`config.mk`:
```
export PLATFORM = sky130hd
export DESIGN_NAME = generador_vidas
export DESIGN_NICKNAME = d
export VERILOG_FILES = /design/src/rtl/gen_vidas_pkg.sv /design/src/rtl/forma_corazon.sv /design/src/rtl/generador_vidas.sv
export SDC_FILE = /design/constraint.sdc
export NUM_CORES = 1
export LEC_CHECK = 0
export ABC_CLOCK_PERIOD_IN_PS = 5700
export CAP_MARGIN = 20
export CORE_MARGIN = 3
export CORE_UTILIZATION = 60
export CTS_BUF_LIST = sky130_fd_sc_hd__clkbuf_4
export DETAILED_ROUTE_END_ITERATION = 10
export PLACE_DENSITY_LB_ADDON = 0.08
export SLEW_MARGIN = 20
export SYNTH_ARGS = -nofsm -noshare
export SYNTH_HDL_FRONTEND = slang
export SYNTH_HIERARCHICAL = 1
export SYNTH_SLANG_ARGS = --single-unit
```
`constraint.sdc`:
```
create_clock -name clk -period 5.7 [get_ports clk]
set_input_delay 1.14 -clock clk [delete_from_list [all_inputs] [get_ports clk]]
set_output_delay 1.14 -clock clk [all_outputs]
set_load 0.01 [all_outputs]
```
`src/rtl/gen_vidas_pkg.sv`:
```
// Shared constants for the lives overlay: heart geometry, colours and FSM states.
// Used by generador_vidas and forma_corazon.
package gen_vidas_pkg;

    localparam int unsigned N_BARS = 5;
    // Bar k covers dx in [BAR_W*k, BAR_W*k + BAR_W]; adjacent bars share one column
    localparam int unsigned BAR_W  = 5;

    localparam int unsigned BAR_DY_LO [N_BARS] = '{5, 0, 5, 0, 5};
    localparam int unsigned BAR_DY_HI [N_BARS] = '{15, 20, 25, 20, 15};

    localparam logic [2:0] COL_VIDA  = 3'b100;
    localparam logic [2:0] COL_GHOST = 3'b001;
    localparam logic [2:0] COL_OFF   = 3'b000;

    typedef enum logic [1:0] {
        VIVO,
        PARP,
        FIN
    } estado_t;

endpackage

```
`src/rtl/forma_corazon.sv`:
```
// Combinational heart-shape test: is (pix_x, pix_y) inside the heart whose
// top-left corner is (ox, oy)?
module forma_corazon
    import gen_vidas_pkg::*;
(
    input  logic [9:0]  pix_x,
    input  logic [9:0]  pix_y,
    input  logic [10:0] ox,
    input  logic [10:0] oy,
    output logic        in_shape
);

    logic [11:0] w_dx;
    logic [11:0] w_dy;

    assign w_dx = {2'b00, pix_x} - {1'b0, ox};
    assign w_dy = {2'b00, pix_y} - {1'b0, oy};

    // Bit 11 set means the pixel is left of / above the origin
    always_comb begin
        in_shape = 1'b0;
        if (!w_dx[11] && !w_dy[11]) begin
            for (int unsigned k = 0; k < N_BARS; k++) begin
                if (w_dx >= 12'(BAR_W * k) && w_dx <= 12'(BAR_W * k + BAR_W) &&
                    w_dy >= 12'(BAR_DY_LO[k]) && w_dy <= 12'(BAR_DY_HI[k])) begin
                    in_shape = 1'b1;
                end
            end
        end
    end

endmodule

```
`src/rtl/generador_vidas.sv`:
```
// Lives indicator overlay: life counter FSM, heart-loss flash and heart drawing.
// Optional macro GEN_VIDAS_GHOST_EN draws lost hearts as dim blue ghosts.
module generador_vidas
    import gen_vidas_pkg::*;
#(
    parameter int unsigned MAX_VIDAS    = 3,
    parameter int unsigned HEART_X0     = 430,
    parameter int unsigned HEART_Y0     = 420,
    parameter int unsigned HEART_PITCH  = 40,
    parameter int unsigned BLINK_FRAMES = 32
) (
    input  logic                             clk,
    input  logic                             reset,
    input  logic                             video_on,
    input  logic [9:0]                       pix_x,
    input  logic [9:0]                       pix_y,
    input  logic                             refr_tick,
    input  logic                             hit,
    input  logic                             restart,
    output logic [$clog2(MAX_VIDAS+1)-1:0]   vidas,
    output logic                             game_over,
    output logic                             graph_on,
    output logic [2:0]                       graph_rgb
);

    localparam int unsigned VW = $clog2(MAX_VIDAS + 1);
    localparam int unsigned BW = $clog2(BLINK_FRAMES + 1);

    estado_t         r_estado;
    logic [VW-1:0]   r_vidas;
    logic [BW-1:0]   r_blink;
    logic            r_game_over;

    logic [MAX_VIDAS-1:0] w_in;
    logic [MAX_VIDAS-1:0] w_rojo;
    logic [MAX_VIDAS-1:0] w_fantasma;

    for (genvar g = 0; g < MAX_VIDAS; g++) begin : g_corazon
        forma_corazon u_forma (
            .pix_x    (pix_x),
            .pix_y    (pix_y),
            .ox       (11'(HEART_X0 + g * HEART_PITCH)),
            .oy       (11'(HEART_Y0)),
            .in_shape (w_in[g])
        );
    end

    always_ff @(posedge clk or posedge reset) begin
        if (reset) begin
            r_estado    <= VIVO;
            r_vidas     <= VW'(MAX_VIDAS);
            r_blink     <= '0;
            r_game_over <= 1'b0;
        end else if (restart) begin
            r_estado    <= VIVO;
            r_vidas     <= VW'(MAX_VIDAS);
            r_blink     <= '0;
            r_game_over <= 1'b0;
        end else begin
            case (r_estado)
                VIVO: begin
                    if (hit) begin
                        r_vidas  <= r_vidas - VW'(1);
                        r_blink  <= BW'(BLINK_FRAMES);
                        r_estado <= PARP;
                    end
                end
                PARP: begin
                    if (refr_tick) begin
                        r_blink <= r_blink - BW'(1);
                        if (r_blink == BW'(1)) begin
                            if (r_vidas == '0) begin
                                r_estado    <= FIN;
                                r_game_over <= 1'b1;
                            end else begin
                                r_estado <= VIVO;
                            end
                        end
                    end
                end
                FIN: begin
                    r_game_over <= 1'b1;
                end
                default: begin
                    r_estado <= VIVO;
                end
            endcase
        end
    end

    // The heart at index == vidas is the one just lost; it flashes on blink bit 2
    always_comb begin
        w_rojo     = '0;
        w_fantasma = '0;
        for (int unsigned i = 0; i < MAX_VIDAS; i++) begin
            if (w_in[i]) begin
                if ((VW'(i) < r_vidas) ||
                    (r_estado == PARP && VW'(i) == r_vidas && r_blink[2])) begin
                    w_rojo[i] = 1'b1;
                end else begin
`ifdef GEN_VIDAS_GHOST_EN
                    w_fantasma[i] = 1'b1;
`else
                    w_fantasma[i] = 1'b0;
`endif
                end
            end
        end
    end

    assign graph_on = (|w_rojo) | (|w_fantasma);

    always_comb begin
        graph_rgb = COL_OFF;
        if (video_on && graph_on) begin
            graph_rgb = (|w_rojo) ? COL_VIDA : COL_GHOST;
        end
    end

    assign vidas     = r_vidas;
    assign game_over = r_game_over;

endmodule
```
**After elaboration in Yosys (flattened, before gate mapping)**

Cells that the tools add are included.

- Bits of input ports: 26
- Output and inout port bits: 7
- Bits in writable memories: 0
- Register bits after elaboration: 11
- Logic and storage cells: 175
- Memories: 0
- Latch bits: 0
- ROM bits: 0

- Bitwise gates (word level): 0
- Add/sub/neg operators: 6
- Equal/unequal tests: 10
- Multipliers: 0
- Div/mod/pow operators: 0
- Shift operators: 0
- Multiplexer cells: 44
- Reductions and logical operators: 73
- $lt $le $gt $ge: 38

Operators with widths:

| operator | number |
|---|---|
| <= comparator 12 x 5 -> 1 bit (second input constant) | 8 |
| <= comparator 12 x 4 -> 1 bit (second input constant) | 7 |
| greater-or-equal comparator 12 x 4 -> 1 bit (second input constant) | 6 |
| logical AND 1 bit | 55 |
| greater-or-equal comparator 12 x 1 -> 1 bit (second input constant) | 4 |
| greater-or-equal comparator 12 x 3 -> 1 bit (second input constant) | 4 |
| subtractor 10 x 9 -> 11 bit (second input constant) | 4 |
| greater-or-equal comparator 12 x 5 -> 1 bit (second input constant) | 3 |
| <= comparator 12 x 3 -> 1 bit (second input constant) | 3 |
| 2-to-1 mux 1 bit | 28 |
| 2-to-1 mux 6 bit | 3 |
| 2-to-1 mux 2 bit | 8 |
| case mux 6 bit (2 select lines) | 1 |
| != test 3 bit (second input constant) | 3 |
| AND reduction 4 bit | 2 |
| equality test 6 x 1 -> 1 bit (second input constant) | 1 |
| 2-to-1 mux 3 bit | 2 |
| case mux 2 bit (3 select lines) | 1 |
| nonzero test 3 bit | 2 |
| subtractor 6 x 1 -> 6 bit (second input constant) | 1 |
| logical NOT 1 bit | 4 |
| logical NOT 2 bit | 2 |
| < comparator 1 x 2 -> 1 bit (first input constant) | 2 |
| nonzero test 2 bit | 2 |
| 13 further kinds | 15 |

**Depth between registers and ports, before layout**

Gate-level depths: netlist of run 1.

- Depth after elaboration: 15
- Depth in mapped cells: 13
- Gate-level depth less buffers: 13

**Modules after synthesis**

Netlist of run 1, hierarchy kept.

By module, submodules not included:

| module | area an instance (um^2) | cells each | instances |
|---|---|---|---|
| forma_corazon | 1057.3 | 148 | 3 |
| generador_vidas | 764.5 | 85 | 1 |

**Worst setup path before layout of run 1**

Ideal clock, no wire load.

- Path kind: input-to-output
- From: input pix_y[2]
- To: output graph_rgb[2]
- Buffers on the path: 0
- Data arrival time: 3.652 ns
- Slack: 0.908 ns
- Data required time: 4.560 ns
- Stages on the path: 10
- Cell sequence: ha_1 -> a21oi_2 -> o21bai_1 -> a311o_1 -> xor2_1 -> or4_4 -> a2111oi_4 -> o2111a_1 -> o21ai_0 -> a31oi_1

- Cells in the longest elaborated chain, start to end: 14
- Elaborated cells between the ends (all ways): 65
- Those cells by class: add/sub: 1; order compare: 5; mux: 23; reduce/logical: 36

Ends and longest elaborated chain:

| item | line | source |
|---|---|---|
| from (decl) | generador_vidas.sv:16 | `input logic [9:0] pix_y,` |
| subtractor 10 x 9 -> 11 bit * | forma_corazon.sv:17 | `assign w_dy = {2'b00, pix_y} - {1'b0, oy};` |
| greater-or-equal comparator 12 x 3 -> 1 bit | forma_corazon.sv:25 | `w_dy >= 12'(BAR_DY_LO[k]) && w_dy <= 12'(BAR_DY_HI[k])) begin` |
| logical AND 1 bit | forma_corazon.sv:24 | `if (w_dx >= 12'(BAR_W * k) && w_dx <= 12'(BAR_W * k + BAR_W) &&` |
| logical AND 1 bit | forma_corazon.sv:25 |  |
| 2-to-1 mux 1 bit (5 in a row) | forma_corazon.sv:24 |  |
| 2-to-1 mux 1 bit * | forma_corazon.sv:22 | `if (!w_dx[11] && !w_dy[11]) begin` |
| via w_in[2] | generador_vidas.sv:34 | `logic [MAX_VIDAS-1:0] w_in;` |
| 2-to-1 mux 1 bit * | generador_vidas.sv:96 | `if (w_in[i]) begin` |
| OR reduction 3 bit * | generador_vidas.sv:111, generador_vidas.sv:116 |  |
| 2-to-1 mux 3 bit / logical AND 1 bit (equally long branches) | generador_vidas.sv:116, generador_vidas.sv:115 |  |
| 2-to-1 mux 3 bit * | generador_vidas.sv:115 | `if (video_on && graph_on) begin` |
| to (decl) | generador_vidas.sv:23 | `output logic [2:0] graph_rgb` |

The timed path passes the listed nets; every way through them passes the cells marked *.

**Worst setup path after layout of run 1**

- From: input pix_y[5]
- To: output graph_rgb[2]

The elaborated chain is that of the path after synthesis.

==> results.ini, run 1 <==
[clocking]
clock_path_buffers = 2
htree_levels = 1
ctsRootBufferMaster = clkbuf_4
worstSkewPairLatency_ns = 0.27
cts.sinks = 11
clk_pin_slew_ns = 0.06
cts_tree = yes
numCtsBuffers = 3
hold_buffers = 0

[floorplanning]
dieArea_um2 = 7570
ios = 33
start_util_pct = 64.2
die_x_um = 87.0
row_count = 28
die_height_um = 87.0
core_region_area_um2 = 6130

[pwr]
peakVddDrop_v = 0.000160
leakage_nw = 2.56
powerDensity_nw_per_um2 = 131

[grt]
antenna_found_initial = 0
first_global_vias = 3989
overflow = 0
grt_max_degree = 20
grt_pass1_wl_mm = 16.6
grt.total_usage_pct = 26.2

[layout]
final_cells = 740
antenna_cells = 0
seq_area_um2 = 278
final_nets = 764
drive_gt1_share_pct = 10.2
most-common-layout-cells = inv_1, conb_1, ha_1
fillers = 449
mostFrequentLayoutCell = inv_1
multiInputGateArea_um2 = 3550
syn_to_final_growth_pct = 24.3
final_util_pct = 79.8

[logic_synthesis]
seq_area_frac_synth_pct = 7.06
yosys-top-cells-area = ha_1, inv_1, dfrtp_1
post-synth-top-area-fraction_pct = 21.0
ys_types = 62
netlist_instances = 529
synth_edf_count = 0
yosysWarnings = 6
yosys.area.top_type = ha_1
synthArstFlopShare_pct = 100
ys.flop_type = dfrtp_1
synth_area_per_cell_um2 = 7.44
synth-seq-cells = 11
netlist_area_um2 = 3940

[drt]
vias_per_cell = 5.56
route.vias.total = 4116
postRouteAntennaNets = 0
first_pass_iters = 6
totalWireLength_mm = 9.68
wl_per_cell_um = 13.1
drtIter0Drc = 114
drc = 0

[setup_path]
endpoint_kind = output pin
cp_max_fo = 3
cp-start-kind = input pin
cp.arrival_ns = 4.40
cp.required_ns = 4.56
r2r_cells = 5
critPathKind = in2out

[min_path]
hold_class = reg2reg
whs_path_depth = 2

[sta]
period_share_pct = 97.1
min_period_ns = 5.54
fmax_mhz = 181
worstMarginPinSlew_ns = 0.639
clock_skew_ns = 0.00644
setup_viol = 0
slew_violations = 0
maxSlewHeadroom_pct = 56.2
final_hold_viol_count = 0
setup_ws_ns = 0.163
tns_ns = 0

[placement]
hpwl_mm = 8.31
placedCellCount = 736
io_buffers = 30
place_congestion = 0.863
dpl_worst_slack_ns = -0.431

[outcome]
status = finished, final reports clean

[run]
max-cap-violations = 0

-- cell type report --
type	count	share of cell area [%]
clock buffer	4	0.614
inverter	94	7.21
multi-input combinational	487	72.5
sequential	11	5.68
tap	75	1.92
timing repair buffer	69	12.1
-- final timing paths --
kind	startpoint	end	slack, ns
worst max-delay path	pix_y[5]	graph_rgb[2]	0.16
worst min-delay path	game_over	game_over	0.57
worst max register to register	r_blink[0]	r_blink[4]	4.05
worst min register to register	game_over	game_over	0.57
max in group asynchronous	reset	vidas[1]	4.21
min in group asynchronous	reset	r_estado[0]	1.16
-- what timing repair did --
action,CTS,global route
buffers inserted,0,0
gates resized for setup,3,10
endpoints found under the setup margin,2,2
pin swaps,1,2
endpoints found under the hold margin,0,0
-- logic make-up after synthesis --
group,Yosys count,synth area share (%)
adder cells (fa/ha/maj),72,24.0
buffers and inverters,100,10.0
other,2,0.191
multiplexers,7,1.78
AND/OR/NAND/NOR,142,20.5
flip-flops,11,7.06
XOR/XNOR,19,4.23
AO/OA/AOI/OAI,176,32.2
-- stage by stage --
stage               hold WS, ns  instance area [µm²]  power, W
finish                    0.571                 4890  0.000641
global route              0.604                 4890  0.000705
CTS                       0.574                 4870  0.000628
detailed placement        0.563                 4840  0.000568
global placement          0.542                 4840  0.000548
floorplan                 0.520                 4200  0.000427
-- state kept, by name, summed over array words and instances (netlist names) --
register and cells:
r_blink 6, game_over 1, r_estado 2, vidas 2
-- cells in the mapped netlist (4+ instances only) --
master and instances:
o311a_1 6, xor2_1 9, o31ai_1 5, nand2_1 10
o21ai_0 33, nor2b_1 11, nor4_1 6, ha_1 66
a21oi_1 38, mux2i_1 7, o21bai_1 4, dfrtp_1 9
a21boi_0 9, o2bb2ai_1 6, nand2b_1 16, a2111oi_0 4
nor2_1 42, xnor2_1 10, a31oi_1 10, fa_1 6
a21o_1 9, nand3b_1 6, a211oi_1 12, nand3_1 6
inv_1 91, nor3_1 10, or2_2 4
-- per-layer routing --
metal	wire length (µm)	vias up	part of all wire [%]	global-route usage, %
li1	-	2136	-	-
met1	4250	1872	44	30.7
met2	4890	92	50	50.9
met3	381	16	3.9	3.22
met4	157	0	1.6	4.39
met5	0	-	0	0
-- critical path: stages --
cell and delay, ns:
clkdlybuf4s50_1 0.52, ha_1 0.35, and2_1 0.16, a311o_1 0.34, xor2_1 0.17, or4_4 0.56
a2111oi_4 0.34, o2111a_1 0.24, o21ai_0 0.11, a31oi_1 0.18, dlygate4sd2_1 0.29
-- report_power, final --
| part | internal [W] | total (W) | switching, W |
|---|---|---|---|
| logic | 0.000228 | 0.000492 | 0.000264 |
| registers | 0.0000848 | 0.0000920 | 0.00000717 |
| clock network | 0.0000318 | 0.0000571 | 0.0000253 |
No activity file was read; power rests on OpenSTA's default activity.
==> run 2: changes to the inputs <==
SLEW_MARGIN = default   (was 20)
==> results of run 2 <==
The final DEF is identical to that of run 1; final timing and power are the same.
